--- src/rtl/wordcount_word_splitter.sv ---
// -----------------------------------------------------------------------------
// wordcount_word_splitter
// Splits 512-bit AXI4-Stream beats from the read master into WORD_WIDTH lanes
// and presents them one word per cycle on a valid/ready port. Emission stops
// after num_words words. Unused lanes and any surplus beats up to tlast are
// consumed and dropped, so the read master always completes its transfer.
//
// Ports
//   ap_clk, areset           clock, synchronous active-high reset
//   start, num_words         run kick (IDLE only) and word budget
//   busy, done, err_short    run status: active, one-cycle completion,
//                            sticky "tlast arrived before budget reached"
//   s_axis_*                 input beat stream (tvalid/tready/tdata/tlast)
//   m_word_*                 output word stream (valid/ready/data/last/index)
// -----------------------------------------------------------------------------
module wordcount_word_splitter #(
    parameter int DATA_WIDTH  = 512,
    parameter int WORD_WIDTH  = 128,
    parameter int COUNT_WIDTH = 32
) (
    input  logic                   ap_clk,
    input  logic                   areset,
    input  logic                   start,
    input  logic [COUNT_WIDTH-1:0] num_words,
    output logic                   busy,
    output logic                   done,
    output logic                   err_short,
    input  logic                   s_axis_tvalid,
    output logic                   s_axis_tready,
    input  logic [DATA_WIDTH-1:0]  s_axis_tdata,
    input  logic                   s_axis_tlast,
    output logic                   m_word_valid,
    input  logic                   m_word_ready,
    output logic [WORD_WIDTH-1:0]  m_word_data,
    output logic                   m_word_last,
    output logic [COUNT_WIDTH-1:0] m_word_index
);

    localparam int LANES  = DATA_WIDTH / WORD_WIDTH;
    localparam int LANE_W = (LANES > 1) ? $clog2(LANES) : 1;
    localparam logic [LANE_W-1:0]      LAST_LANE = LANE_W'(LANES - 1);
    localparam logic [COUNT_WIDTH-1:0] ONE_WORD  = COUNT_WIDTH'(1);

    typedef enum logic [2:0] {
        S_IDLE  = 3'd0,
        S_LOAD  = 3'd1,
        S_EMIT  = 3'd2,
        S_DRAIN = 3'd3,
        S_DONE  = 3'd4
    } state_t;

    state_t                 state_r;
    state_t                 state_nxt_s;
    logic [DATA_WIDTH-1:0]  hold_r;
    logic                   beat_last_r;
    logic [LANE_W-1:0]      lane_r;
    logic [COUNT_WIDTH-1:0] remaining_r;
    logic [COUNT_WIDTH-1:0] index_r;
    logic                   err_short_r;

    logic                   tready_s;
    logic                   word_hs_s;
    logic                   beat_hs_s;
    logic                   set_err_s;
    logic                   at_last_lane_s;
    logic                   final_word_s;

    assign at_last_lane_s = (lane_r == LAST_LANE);
    assign final_word_s   = (remaining_r == ONE_WORD);

    // State register.
    always_ff @(posedge ap_clk) begin
        if (areset) begin
            state_r <= S_IDLE;
        end else begin
            state_r <= state_nxt_s;
        end
    end

    // Next-state decode and handshake strobes.
    always_comb begin
        state_nxt_s = state_r;
        tready_s    = 1'b0;
        word_hs_s   = 1'b0;
        set_err_s   = 1'b0;
        case (state_r)
            S_IDLE: begin
                if (start) begin
                    if (num_words == '0) begin
                        state_nxt_s = S_DONE;
                    end else begin
                        state_nxt_s = S_LOAD;
                    end
                end else begin
                    state_nxt_s = S_IDLE;
                end
            end
            S_LOAD: begin
                tready_s = 1'b1;
                if (s_axis_tvalid) begin
                    state_nxt_s = S_EMIT;
                end else begin
                    state_nxt_s = S_LOAD;
                end
            end
            S_EMIT: begin
                // Prefetch the next beat while the last lane drains so that
                // consecutive beats stream without a LOAD bubble.
                tready_s  = at_last_lane_s && m_word_ready &&
                            (remaining_r > ONE_WORD) && !beat_last_r;
                word_hs_s = m_word_ready;
                if (m_word_ready) begin
                    if (final_word_s) begin
                        if (beat_last_r) begin
                            state_nxt_s = S_DONE;
                        end else begin
                            state_nxt_s = S_DRAIN;
                        end
                    end else if (at_last_lane_s) begin
                        if (beat_last_r) begin
                            set_err_s   = 1'b1;
                            state_nxt_s = S_DONE;
                        end else if (s_axis_tvalid) begin
                            state_nxt_s = S_EMIT;
                        end else begin
                            state_nxt_s = S_LOAD;
                        end
                    end else begin
                        state_nxt_s = S_EMIT;
                    end
                end else begin
                    state_nxt_s = S_EMIT;
                end
            end
            S_DRAIN: begin
                tready_s = 1'b1;
                if (s_axis_tvalid && s_axis_tlast) begin
                    state_nxt_s = S_DONE;
                end else begin
                    state_nxt_s = S_DRAIN;
                end
            end
            S_DONE: begin
                state_nxt_s = S_IDLE;
            end
            default: begin
                state_nxt_s = S_IDLE;
            end
        endcase
        beat_hs_s = tready_s && s_axis_tvalid;
    end

    // Holding register, lane pointer, word counters and sticky error flag.
    always_ff @(posedge ap_clk) begin
        if (areset) begin
            hold_r      <= '0;
            beat_last_r <= 1'b0;
            lane_r      <= '0;
            remaining_r <= '0;
            index_r     <= '0;
            err_short_r <= 1'b0;
        end else begin
            if ((state_r == S_IDLE) && start) begin
                remaining_r <= num_words;
                index_r     <= '0;
                err_short_r <= 1'b0;
            end else begin
                if (word_hs_s) begin
                    if (remaining_r != '0) begin
                        remaining_r <= remaining_r - ONE_WORD;
                    end
                    index_r <= index_r + ONE_WORD;
                end
                if (set_err_s) begin
                    err_short_r <= 1'b1;
                end
            end
            // Beats accepted in DRAIN are discarded; all others are captured.
            if (beat_hs_s && (state_r != S_DRAIN)) begin
                hold_r      <= s_axis_tdata;
                beat_last_r <= s_axis_tlast;
                lane_r      <= '0;
            end else if (word_hs_s) begin
                lane_r <= lane_r + LANE_W'(1);
            end
        end
    end

    // Outputs decode from registered state; only s_axis_tready sees m_word_ready.
    assign busy          = (state_r == S_LOAD) || (state_r == S_EMIT) || (state_r == S_DRAIN);
    assign done          = (state_r == S_DONE);
    assign err_short     = err_short_r;
    assign s_axis_tready = tready_s;
    assign m_word_valid  = (state_r == S_EMIT);
    assign m_word_data   = m_word_valid ? hold_r[lane_r * WORD_WIDTH +: WORD_WIDTH] : '0;
    assign m_word_last   = m_word_valid && final_word_s;
    assign m_word_index  = m_word_valid ? index_r : '0;

endmodule
--- config.mk ---
export PLATFORM = sky130hd
export DESIGN_NAME = wordcount_word_splitter
export DESIGN_NICKNAME = d
export VERILOG_FILES = /design/src/rtl/wordcount_word_splitter.sv
export SDC_FILE = /design/constraint.sdc
export NUM_CORES = 2
export LEC_CHECK = 0
export BUFFER_PORTS_ARGS = -buffer_cell sky130_fd_sc_hd__buf_4
export CAP_MARGIN = 5
export CELL_PAD_IN_SITES_DETAIL_PLACEMENT = 0
export CELL_PAD_IN_SITES_GLOBAL_PLACEMENT = 1
export CORE_AREA = 2 2 283 285
export CTS_BUF_LIST = sky130_fd_sc_hd__clkbuf_4
export DETAILED_ROUTE_END_ITERATION = 6
export DIE_AREA = 0 0 285 287
export PLACE_DENSITY = 0.72
export SETUP_SLACK_MARGIN = 0.15
export SYNTH_ARGS = -nofsm -noshare
export SYNTH_HDL_FRONTEND = slang
export SYNTH_SLANG_ARGS = --single-unit
--- constraint.sdc ---
create_clock -name ap_clk -period 3.2 [get_ports ap_clk]
set_input_delay 0.48 -clock ap_clk [delete_from_list [all_inputs] [get_ports ap_clk]]
set_output_delay 0.48 -clock ap_clk [all_outputs]
set_load 0.005 [all_outputs]
### Word-level counts from Yosys, hierarchy flattened

Cells that the tools add are included.

* bits in registers: 583
* output and inout bits: 166
* word-level logic and storage cells: 61

* $add $sub $neg: 3
* $lt $le $gt $ge: 1
* eq/ne operators: 7
* shift-type cells: 1
* multiplexer cells: 22
* reductions and logical operators: 20

Operators by type and width (count)
* $shiftx A512 B10 Y128: 1
* $mux W128: 1
* $mux W32: 4
* $add A32 B1 Y32 const B: 1
* $eq A32 B1 Y1 const B: 1
* $gt A32 B1 Y1 const B: 1
* $logic_not A32 Y1: 1
* $reduce_bool A32 Y1: 1
* $sub A32 B1 Y32 const B: 1
* $mux W3: 8
* $pmux W3 S4: 1
* $logic_and A1 B1 Y1: 8
* $eq A3 B2 Y1 const B: 2
* $mux W1: 6
* $reduce_or A2 Y1: 3
* $reduce_bool A2 Y1: 2
* $eq A3 B1 Y1 const B: 1
* $eq A3 B3 Y1 const B: 1
* $logic_not A3 Y1: 1
* $ne A3 B2 Y1 const B: 1
* $add A2 B1 Y2 const B: 1
* $eq A2 B2 Y1 const B: 1
* $logic_or A1 B1 Y1: 2
* $mux W2: 1
* 3 further kinds: 3

### Logic depth before layout (Yosys ltp)

* word-level depth: 8
* gate-level depth with buffers: 10

### Worst setup path after synthesis

No wires, ideal clock.

* kind: reg-to-output
* from: register lane_r[0]
* to: output port m_word_data[108]
* data arrival time: 1932 ps
* required time: 2720 ps
* path slack: 788 ps
* stages on the path, launching flop included: 5
* path buffers: 2
* cell sequence: dfxtp_1 > buf_2 > buf_1 > mux4_2 > and3_1

* word-level cells in the longest chain between the ends: 2

Ends and longest elaborated chain
* start, declared: RTL line 56 `logic [LANE_W-1:0] lane_r;`
* start signal, assigned: RTL line 184 `lane_r <= lane_r + LANE_W'(1);`
* $shiftx A512 B10 Y128: RTL line 195 `assign m_word_data = m_word_valid ? hold_r[lane_r * WORD_WIDTH +: WORD_WIDTH] : '0;`
* $mux W128: RTL line 195
* end, declared: RTL line 34 `output logic [WORD_WIDTH-1:0] m_word_data,`

Every way passes these cells.

### Worst setup path after layout

* from: register lane_r[0]
* to: output port m_word_data[2]

Same word-level chain as after synthesis.

==> results.yml <==
worst_setup_path:
  critical_path_class: "reg2out"
  endpoint_kind: "output pin"
  startpoint_type: "flop"
  r2r-end: "hold_r[305]"
  rr_worst_depth: 8
  cp.required_ps: 2720
  reg2reg_setup_slack_ps: 280
  crit_fanout: 8
  arrival_ps: 2600
  worstReg2RegStart: "remaining_r[6]"
die:
  initial_utilization_pct: 32.4
  rows: 103
  dieArea_mm2: 0.0818
  coreArea_mm2: 0.0786
  ios: 716
  die_h_um: 287
  fp.dieW_um: 285
finish:
  area_growth_pct: 62.4
  multi_input_area_mm2: 0.0133
  nFillCells: 7353
  final_nets: 4892
  drive_above_1_share_pct: 30.0
  postLayoutCoreUtil_pct: 52.5
  stdcell_count: 5507
  seq_area_mm2: 0.0117
logic_synthesis:
  syn_avg_cell_area_um2: 8.33
  yosys_warnings: 0
  synth_cells: 3053
  synth_area_mm2: 0.0254
  synthArstFlopShare_pct: 0
  yosys.area.top_type: "dfxtp_1"
  seq_area_frac_synth_pct: 45.9
  ys_types: 56
  syn_nets: 3608
  synth_enable_flop_cells: 0
  synth_area_leaders: "dfxtp_1, nand2_1, mux4_2"
  synth_top_area_share_pct: 45.9
  synth-seq-cells: 583
  ys.flop_type: "dfxtp_1"
routing:
  drcViolationCount: 0
  drt-wirelength-per-cell_um: 19.6
  first_pass_iters: 5
  wl_mm: 108
  initialDrtViolationCount: 1571
  vias: 27492
  viasPerCell: 4.99
  postRouteAntennaNets: 0
global_route:
  grt_pass1_vias: 27794
  grt_pass1_wl_mm: 161
  antenna_found_initial: 13
  globalRoute.totalOverflow: 0
  gr-usage-all-layers_pct: 25.2
  grt_max_degree: 159
worst_hold_path:
  min_to: "remaining_r[30]"
  min_path_cells: 5
  hold_start: "start"
  min_path_type: "in2reg"
clock_tree:
  cts_sinks: 583
  h-tree-depth: 4
  clockBufferDepth: 3
  cts_root_buf: "clkbuf_4"
  cts_buffers: 162
  clk_latency_ps: 980
  cts_tree: "done"
  clk_pin_slew_ps: 60
sta:
  fin_skew_ps: 85.9
  worst_pin_slew_ps: 860
  setup_viol: 0
  setup_ws_ps: 115
  relSlewSlack_pct: 42.7
  max_clock_freq_mhz: 324
  fin_crit_ps: 3080
  hold_violations: 0
  grt_setup_unrepaired: "true"
  slew_viol_final: 0
  timing.final.crit_share_pct: 96.4
placement:
  placed_cells: 4619
  port_buffers: 715
  dp_slack_ps: 424
  gp_congestion: 0.840
  dp_hpwl_mm: 65.3
outcome:
  status: "finished, final reports clean"
pwr:
  leakage_uw: 0.0161
  peakVddDrop_uv: 269
  powerDensity_mw_per_mm2: 415
flow_run:
  cap_violations: 0
sequential cells by signal (all words and copies together), names as in the netlist:
| signal | flops |
|---|---|
| hold_r | 512 |
| index_r | 32 |
| remaining_r | 32 |
| state_r | 3 |
| lane_r | 2 |
| beat_last_r | 1 |
| err_short | 1 |
through the flow:
stage | cell area [um^2] | power [uW] | setup TNS (ps) | hold slack [ps]
final | 41300 | 17200 | 0 | 181
after global routing | 41300 | 18000 | -1570 | 96.4
after CTS | 40900 | 17300 | -2800 | 8.22
after detailed placement | 31700 | 9850 | 0 | 443
after global placement | 31700 | 9840 | 0 | 439
after floorplan | 25400 | 8840 | 0 | 433
report_power, final:
part	internal [uW]	total, uW	leakage, uW	switching [uW]
sequential	7540	7730	0.00473	185
combinational	1470	2770	0.0102	1290
clock	3410	6660	0.00117	3250
total	12400	17200	0.0161	4730
Yosys cell counts, types with 2 or more instances:
library cell  instances
and3_1              171
nor3_1               13
nor2_1               63
a21oi_1             541
a32oi_1               3
a31oi_1              14
and4_1                4
a2bb2oi_1             3
nor4_1               16
inv_1                 9
or3_1                13
buf_4                34
a2111oi_0             2
nand2b_1              2
o22ai_1               2
o211ai_1              9
o21ai_0              12
xor2_1               17
dfxtp_1             583
xnor2_1              13
nand3b_1              2
nand2_1            1078
o21a_1                2
nand3_1              27
nor3b_1               4
o31a_1                2
buf_1                16
buf_2                62
nand4_1              14
a211oi_1              6
mux4_2              128
a21o_1                2
a22oi_1               5
or4_1                 5
o311ai_0              5
or2_2                 5
ha_1                  5
clkbuf_1            143
timing repair:
item                                    CTS  global route
endpoints found under the setup margin  160           142
pin swaps                                11             1
hold buffers                            568             0
gates resized for setup                 245            28
hold endpoints to repair                548             0
gates cloned                             14             6
setup buffers                            10             6
layout make-up:
| cell class | count | share of cell area, % |
|---|---|---|
| inverters | 9 | 0.0818 |
| diodes | 12 | 0.0727 |
| repair buffers | 1375 | 31.5 |
| clock inverters | 33 | 0.427 |
| flip-flops and latches | 583 | 28.3 |
| well taps | 1050 | 3.18 |
| clock buffers | 239 | 4.35 |
| multi-input cells | 2206 | 32.1 |
layer usage:
layer  share of wire (%)  global-route usage, %  wire [um]
met5               0.051                      0         55
met3                 5.7                   5.10       6170
met1                  42                   31.0      44800
met4                 3.8                   11.4       4150
met2                  49                   42.6      52600
critical path, cell delays in order, from the launching register on:
cell	delay (ps)
dfxtp_4	410
buf_12	190
buf_12	130
buf_16	150
mux4_2	510
and3_4	200
buf_6	110
cell families after synthesis:
family,synth area share [%]
buffers and inverters,4.70
and+or+nand+nor,23.8
AOI/OAI and AO/OA,12.9
DFF,45.9
adders and majority gates,0.246
muxes,11.4
xor gates and xnor gates,1.03
worst max path at each step:
stage | from | endpoint | slack, ps | cells after the start
floorplan | lane_r[0] | m_word_data[108] | 790 | 4
global placement | remaining_r[6] | hold_r[243] | 500 | 8
detailed placement | remaining_r[6] | hold_r[112] | 420 | 8
CTS | lane_r[0] | m_word_data[59] | -70 | 6
global route | lane_r[0] | m_word_data[2] | -60 | 6
finish | lane_r[0] | m_word_data[2] | 120 | 6
placed cells by master, fill, tap and decap left out, drive strengths merged, types with 3 or more instances in the layout:
cell type / n
clkinv: 23
ha: 5
and3: 171
o311ai: 5
clkbuf: 245
and4: 4
a21oi: 541
a211oi: 6
nor3b: 5
nor4: 17
nand2: 1078
nand3: 27
nor3: 13
dfxtp: 583
a31oi: 14
nor2: 63
or2: 5
xor2: 17
inv: 14
diode: 12
o21ai: 12
a32oi: 3
xnor2: 13
a2bb2oi: 3
a22oi: 5
clkinvlp: 5
nand4: 14
dlygate4sd3: 568
or4: 6
or3: 13
o211ai: 9
mux4: 128
buf: 801
Note: power is estimated with default switching activity, not from simulation.
